### config.mk
export PLATFORM = sky130hd
export DESIGN_NAME = shared_unit_arbiter
export DESIGN_NICKNAME = d
export VERILOG_FILES = /design/src/rtl/shared_unit_pkg.sv /design/src/rtl/sync_fifo.sv /design/src/rtl/shared_unit_arbiter.sv
export SDC_FILE = /design/constraint.sdc
export NUM_CORES = 1
export LEC_CHECK = 0
export ABC_AREA = 1
export CAP_MARGIN = 10
export CORE_MARGIN = 8
export CORE_UTILIZATION = 50
export DETAILED_ROUTE_END_ITERATION = 6
export GPL_TIMING_DRIVEN = 0
export PLACE_DENSITY = 0.85
export SYNTH_ARGS = -nofsm -noshare
export SYNTH_HDL_FRONTEND = slang
export SYNTH_SLANG_ARGS = --single-unit
### constraint.sdc
create_clock -name clk -period 13.35 [get_ports clk]
set_input_delay 2.67 -clock clk [delete_from_list [all_inputs] [get_ports clk]]
set_output_delay 2.67 -clock clk [all_outputs]
set_load 0.01 [all_outputs]
### src/rtl/shared_unit_pkg.sv
// Shared definitions for the shared-unit arbiter: width helpers and default sizing.
package shared_unit_pkg;

    function automatic int clog2(input int value);
        int w;
        w = 0;
        while ((1 << w) < value) begin
            w++;
        end
        return w;
    endfunction

    // Index fields are never narrower than one bit, even for a single entry.
    function automatic int idx_width(input int count);
        return (clog2(count) < 1) ? 1 : clog2(count);
    endfunction

    localparam int DEFAULT_NUM_REQ   = 2;
    localparam int DEFAULT_OUT_DEPTH = 2;
    localparam int IDX_W  = idx_width(DEFAULT_NUM_REQ);
    localparam int CRED_W = clog2(DEFAULT_OUT_DEPTH + 1);

endpackage

### src/rtl/sync_fifo.sv
// Synchronous FIFO with a combinational head; push into a full FIFO is accepted
// only when a pop frees the slot in the same cycle.
module sync_fifo
    import shared_unit_pkg::*;
#(
    parameter int WIDTH = 8,
    parameter int DEPTH = 4
) (
    input  logic             clk,
    input  logic             rst,
    input  logic             push,
    input  logic [WIDTH-1:0] push_data,
    input  logic             pop,
    output logic [WIDTH-1:0] pop_data,
    output logic             empty,
    output logic             full
);

    localparam int PTR_W = idx_width(DEPTH);
    localparam int CNT_W = clog2(DEPTH + 1);

    logic [WIDTH-1:0] mem [DEPTH];
    logic [PTR_W-1:0] wr_ptr;
    logic [PTR_W-1:0] rd_ptr;
    logic [CNT_W-1:0] count;
    logic             do_push;
    logic             do_pop;

    assign empty    = (count == '0);
    assign full     = (count == CNT_W'(DEPTH));
    assign do_pop   = pop && !empty;
    assign do_push  = push && (!full || do_pop);
    assign pop_data = mem[rd_ptr];

    always_ff @(posedge clk) begin
        if (do_push) begin
            mem[wr_ptr] <= push_data;
        end
    end

    always_ff @(posedge clk) begin
        if (!rst) begin
            wr_ptr <= '0;
            rd_ptr <= '0;
            count  <= '0;
        end else begin
            if (do_push) begin
                wr_ptr <= (wr_ptr == PTR_W'(DEPTH - 1)) ? '0 : wr_ptr + PTR_W'(1);
            end
            if (do_pop) begin
                rd_ptr <= (rd_ptr == PTR_W'(DEPTH - 1)) ? '0 : rd_ptr + PTR_W'(1);
            end
            if (do_push && !do_pop) begin
                count <= count + CNT_W'(1);
            end else if (do_pop && !do_push) begin
                count <= count - CNT_W'(1);
            end
        end
    end

endmodule

### src/rtl/shared_unit_arbiter.sv
// Round-robin sharing of one in-order elastic unit between NUM_REQ requesters,
// with per-requester credits so a stalled consumer never blocks the unit.
module shared_unit_arbiter
    import shared_unit_pkg::*;
#(
    parameter int NUM_REQ   = 2,
    parameter int BITWIDTH  = 32,
    parameter int OUT_DEPTH = 2
) (
    input  logic                         clk,
    input  logic                         rst,
    input  logic [NUM_REQ*BITWIDTH-1:0]  req_data,
    input  logic [NUM_REQ-1:0]           req_valid,
    output logic [NUM_REQ-1:0]           req_ready,
    output logic [BITWIDTH-1:0]          unit_ins,
    output logic                         unit_ins_valid,
    input  logic                         unit_ins_ready,
    input  logic [BITWIDTH-1:0]          unit_outs,
    input  logic                         unit_outs_valid,
    output logic                         unit_outs_ready,
    output logic [NUM_REQ*BITWIDTH-1:0]  resp_data,
    output logic [NUM_REQ-1:0]           resp_valid,
    input  logic [NUM_REQ-1:0]           resp_ready
);

    // Handshake rule on every channel: a transfer happens exactly on a rising
    // edge where valid and ready are both 1; valid never depends on ready.

    localparam int SEL_W     = idx_width(NUM_REQ);
    localparam int CNT_W     = clog2(OUT_DEPTH + 1);
    localparam int ORD_DEPTH = NUM_REQ * OUT_DEPTH;

    logic [SEL_W-1:0]   rr_ptr;
    logic [CNT_W-1:0]   credit [NUM_REQ];
    logic [NUM_REQ-1:0] eligible;
    logic [SEL_W:0]     cand;
    logic               grant_valid;
    logic [SEL_W-1:0]   grant_idx;
    logic               issue;
    logic               accept;
    logic               ord_full;
    logic               ord_empty;
    logic [SEL_W-1:0]   ord_head;
    logic [NUM_REQ-1:0] res_push;
    logic [NUM_REQ-1:0] res_pop;
    logic [NUM_REQ-1:0] res_empty;
    logic [NUM_REQ-1:0] res_full;

    always_comb begin
        for (int i = 0; i < NUM_REQ; i++) begin
            eligible[i] = req_valid[i] && (credit[i] != '0) && !ord_full;
        end
    end

    // Scan pointer, pointer+1, ... (mod NUM_REQ) and take the first eligible.
    always_comb begin
        grant_valid = 1'b0;
        grant_idx   = '0;
        cand        = '0;
        for (int k = 0; k < NUM_REQ; k++) begin
            cand = {1'b0, rr_ptr} + (SEL_W + 1)'(k);
            if (cand >= (SEL_W + 1)'(NUM_REQ)) begin
                cand = cand - (SEL_W + 1)'(NUM_REQ);
            end
            if (!grant_valid && eligible[cand[SEL_W-1:0]]) begin
                grant_valid = 1'b1;
                grant_idx   = cand[SEL_W-1:0];
            end
        end
    end

    always_comb begin
        unit_ins  = '0;
        req_ready = '0;
        for (int i = 0; i < NUM_REQ; i++) begin
            if (grant_valid && (grant_idx == SEL_W'(i))) begin
                unit_ins     = req_data[i*BITWIDTH +: BITWIDTH];
                req_ready[i] = unit_ins_ready;
            end
        end
    end

    assign unit_ins_valid  = grant_valid;
    assign issue           = grant_valid && unit_ins_ready;
    assign unit_outs_ready = !ord_empty;
    assign accept          = unit_outs_valid && !ord_empty;

    always_ff @(posedge clk) begin
        if (!rst) begin
            rr_ptr <= '0;
        end else if (issue) begin
            rr_ptr <= (grant_idx == SEL_W'(NUM_REQ - 1)) ? '0 : grant_idx + SEL_W'(1);
        end
    end

    // req_ready[i] is exactly "requester i issued this cycle".
    always_ff @(posedge clk) begin
        for (int i = 0; i < NUM_REQ; i++) begin
            if (!rst) begin
                credit[i] <= CNT_W'(OUT_DEPTH);
            end else if (req_ready[i] && !res_pop[i]) begin
                credit[i] <= credit[i] - CNT_W'(1);
            end else if (!req_ready[i] && res_pop[i]) begin
                credit[i] <= credit[i] + CNT_W'(1);
            end
        end
    end

    sync_fifo #(
        .WIDTH (SEL_W),
        .DEPTH (ORD_DEPTH)
    ) u_order_fifo (
        .clk       (clk),
        .rst       (rst),
        .push      (issue),
        .push_data (grant_idx),
        .pop       (accept),
        .pop_data  (ord_head),
        .empty     (ord_empty),
        .full      (ord_full)
    );

    for (genvar i = 0; i < NUM_REQ; i++) begin : g_resp
        assign res_push[i]   = accept && (ord_head == SEL_W'(i));
        assign resp_valid[i] = !res_empty[i];
        assign res_pop[i]    = !res_empty[i] && resp_ready[i];

        sync_fifo #(
            .WIDTH (BITWIDTH),
            .DEPTH (OUT_DEPTH)
        ) u_resp_q (
            .clk       (clk),
            .rst       (rst),
            .push      (res_push[i]),
            .push_data (unit_outs),
            .pop       (res_pop[i]),
            .pop_data  (resp_data[i*BITWIDTH +: BITWIDTH]),
            .empty     (res_empty[i]),
            .full      (res_full[i])
        );

        // Credits reserve a slot for every in-flight result; a full queue here is a design bug.
        overflow_chk: assert property (@(posedge clk) disable iff (!rst)
            !(res_push[i] && res_full[i] && !res_pop[i]));
    end

endmodule
==> impl_metrics.yaml <==
clock_tree:
  hold_buffers: 0
  cts_resized: 0
  cts.reportedPaths.clkPinSlew_ns: 0.06
  cts_sinks: 156
  postCtsSetupBuffers: 0
  clock_latency_ns: 0.41
  clock-root-buffer: "clkbuf_16"
  cts_tree: "yes"
  htreeDepth: 4
  numCtsBuffers: 17
  clock_path_buffers: 2
global_route:
  grt_pass1_wl_mm: 25.9
  grt_pass1_vias: 4978
  grt_max_degree: 34
  antenna_found_initial: 0
  grt_use_total: 0.205
  overflow: 0
logic_synthesis:
  yosys.area.top_type: "edfxtp_1"
  syn_inst: 483
  synth_fp_nets: 597
  yosysTopAreaCellShare: 0.627
  synth.cell_area_mm2: 0.00651
  synth-seq-cells: 156
  synthTopCellsByArea: "edfxtp_1 (63%), mux2_2 (10%), dfxtp_1 (6.1%)"
  avgSynthCellArea_um2: 13.5
  ys.warnings.count: 0
  ys_types: 30
  yosysSeqAreaShare: 0.688
worst_setup_path:
  worstReg2RegEnd: "u_order_fifo.count[2]"
  cp-start-kind: "input port"
  r2r-start: "credit[0][0]"
  r2r_cells: 12
  crit_fanout: 10
  slowest_delay_ns: 0.65
  cp_slowest_cell: "clkdlybuf4s50_1"
  crit_type: "in2out"
  crit_chain: "clkdlybuf4s50_1, inv_1, nor2_1, nand2_2, nand2_4, buf_2, nand3_1, nand2_1, clkdlybuf4s50_1"
  regToRegSetupSlack_ns: 10.87
  worstPathRequired_ns: 10.68
  cpMostUsedCell: "clkdlybuf4s50_1"
  endpoint_kind: "primary output"
  cp_data_arrival_time_ns: 4.62
job:
  cap_violations: 0
routing:
  wl_per_cell_um: 19.3
  drtIter0Drc: 281
  dr_total_vias: 4641
  first_pass_iters: 5
  ant_nets: 0
  drcViolationCount: 0
  routed_wl_mm: 17.3
  vias_per_cell: 5.17
floorplanning:
  initial_core_util: 0.514
  die_y_um: 130
  die_w_um: 130
  dieArea_mm2: 0.0169
  io_pins: 206
  row_count: 41
  core_mm2: 0.0127
timing:
  setup_viol: 0
  min_period_ns: 7.29
  period_share: 0.546
  fin_skew_ns: 0.00833
  fin_ws_ns: 6.06
  rsz0062_at_grt: "no"
  maxSlewHeadroom: 0.452
  tightest_slew_ns: 0.821
  max_freq_mhz: 137
  holdWs_ns: 0.456
  fin_setup_tns_ns: 0
  slew_viol_final: 0
  hold_violations: 0
layout:
  fin_util: 0.747
  num-fill-cells: 810
  drive_gt1_frac: 0.187
  antennaDiodeCount: 0
  area_delta_synth_final_pct: 45.2
  nNetsFinal: 827
pwr:
  ir_worst_vdd_mv: 0.0951
  power_density_mw_per_mm2: 192
  power_leakage_nw: 3.55
  power_mw: 1.81
run_status:
  status: "finished, final reports clean"
place:
  place_congestion: 0.959
  port_buffers: 204
  dp_hpwl_mm: 12.8
  pre_cts_slack_ns: 6.09
worst_hold_path:
  worstHoldEndpoint: "g_resp[1].u_resp_q.rd_ptr"
  hold_start: "g_resp[1].u_resp_q.rd_ptr"
  hold_path.class: "reg2reg"
  hold_path_depth: 1
cells in the mapped netlist, drive strengths merged:
cell,instances
edfxtp,136
inv,32
nand3,40
mux2,64
nand3b,1
clkbuf,2
nor2,23
buf,17
nor4,1
or2,1
nand4,2
fa,1
ha,9
xor2,2
nor3,3
dfxtp,20
o21ai,18
a21oi,15
o211a,1
nand2,95
layout make-up:
| type | count | area (um2) | share of cell area |
|---|---|---|---|
| clock buffers | 17 | 425 | 0.0450 |
| repair buffers | 211 | 2120 | 0.224 |
| clock inverters | 15 | 164 | 0.0173 |
| well taps | 172 | 215 | 0.0227 |
| flip-flops and latches | 156 | 4480 | 0.474 |
| inverters | 32 | 120 | 0.0127 |
| plain buffers | 19 | 103 | 0.0108 |
| multi-input cells | 276 | 1830 | 0.193 |
worst max path at each step:
stage                             start                            end  slack (ns)  cells past startpoint
after detailed placement   req_valid[0]                    unit_ins[9]        6.09                      9
final                      req_valid[0]                    unit_ins[9]        6.06                      9
after global placement    resp_ready[1]  g_resp[1].u_resp_q.mem[0][14]        4.25                      3
after global routing       req_valid[1]                   unit_ins[15]        5.97                      9
after CTS                  req_valid[1]                    unit_ins[4]        6.08                      9
after floorplan           resp_ready[1]   g_resp[1].u_resp_q.mem[0][0]        6.95                      2
critical path, delay by kind of cell:
kind	cells	cell delay (ns)
buffers and inverters	4	1.42
AND/OR/NAND/NOR	5	0.53
registers in the layout (all words and copies together), names as in the netlist, 2 cells and up, named ones only:
name,cells
g_resp.u_resp_q.wr_ptr,2
u_order_fifo.wr_ptr,2
u_order_fifo.rd_ptr,2
g_resp.u_resp_q.mem,128
g_resp.u_resp_q.rd_ptr,2
credit,4
g_resp.u_resp_q.count,4
u_order_fifo.mem,4
u_order_fifo.count,3
cell families (layout without fill, tap and decap cells):
logic type / Yosys count / count (layout) / share of synthesized area
buffers and inverters: 51 / 294 / 0.0342
and+or+nand+nor: 166 / 166 / 0.117
muxes: 64 / 64 / 0.111
adders and majority gates: 10 / 10 / 0.0204
AOI/OAI and AO/OA: 34 / 34 / 0.0269
xor gates and xnor gates: 2 / 2 / 0.00269
DFF: 156 / 156 / 0.688
power by group:
group | internal (mW) | switching, mW | total (mW) | leakage (nW)
registers | 0.630 | 0.0291 | 0.659 | 1.40
logic | 0.343 | 0.342 | 0.685 | 1.86
clock network | 0.279 | 0.190 | 0.469 | 0.287
cell usage in the layout, fill, tap and decap left out, types with 2 or more instances in the layout:
cell             netlist  routed
clkdlybuf4s50_1        0     204
edfxtp_1             136     136
nand2_1               89      89
mux2_2                60      60
nand3_1               38      38
inv_1                 28      27
dfxtp_1               20      20
nor2_1                19      17
clkbuf_16              0      17
a21oi_1               15      15
o21ai_0               15      15
buf_2                 13      13
buf_4                  4       9
ha_1                   9       9
nand2_2                5       5
inv_2                  4       5
mux2_1                 4       4
clkinv_4               0       4
nor2_2                 3       3
nor2_4                 1       3
o21ai_1                3       3
inv_6                  0       3
clkbuf_1               2       2
nor3_1                 2       2
nand3_4                2       2
nand4_1                2       2
xor2_1                 2       2
bufinv_16              0       2
inv_8                  0       2
clkinv_1               0       2
buf_12                 0       2
per-stage QoR:
step	instances	area [um2]
floorplan	483	6520
global placement	859	8770
detailed placement	866	8870
CTS	898	9460
global route	898	9460
finish	898	9460
per-layer routing:
metal / up-vias / track usage / wire (um)
met5: - / 0 / 0
met3: 17 / 0.0792 / 1730
met1: 2207 / 0.201 / 6150
met4: 0 / 0.0656 / 347
met2: 241 / 0.386 / 9090
li1: 2176 / - / -
Power figures use the tool's default switching activity.
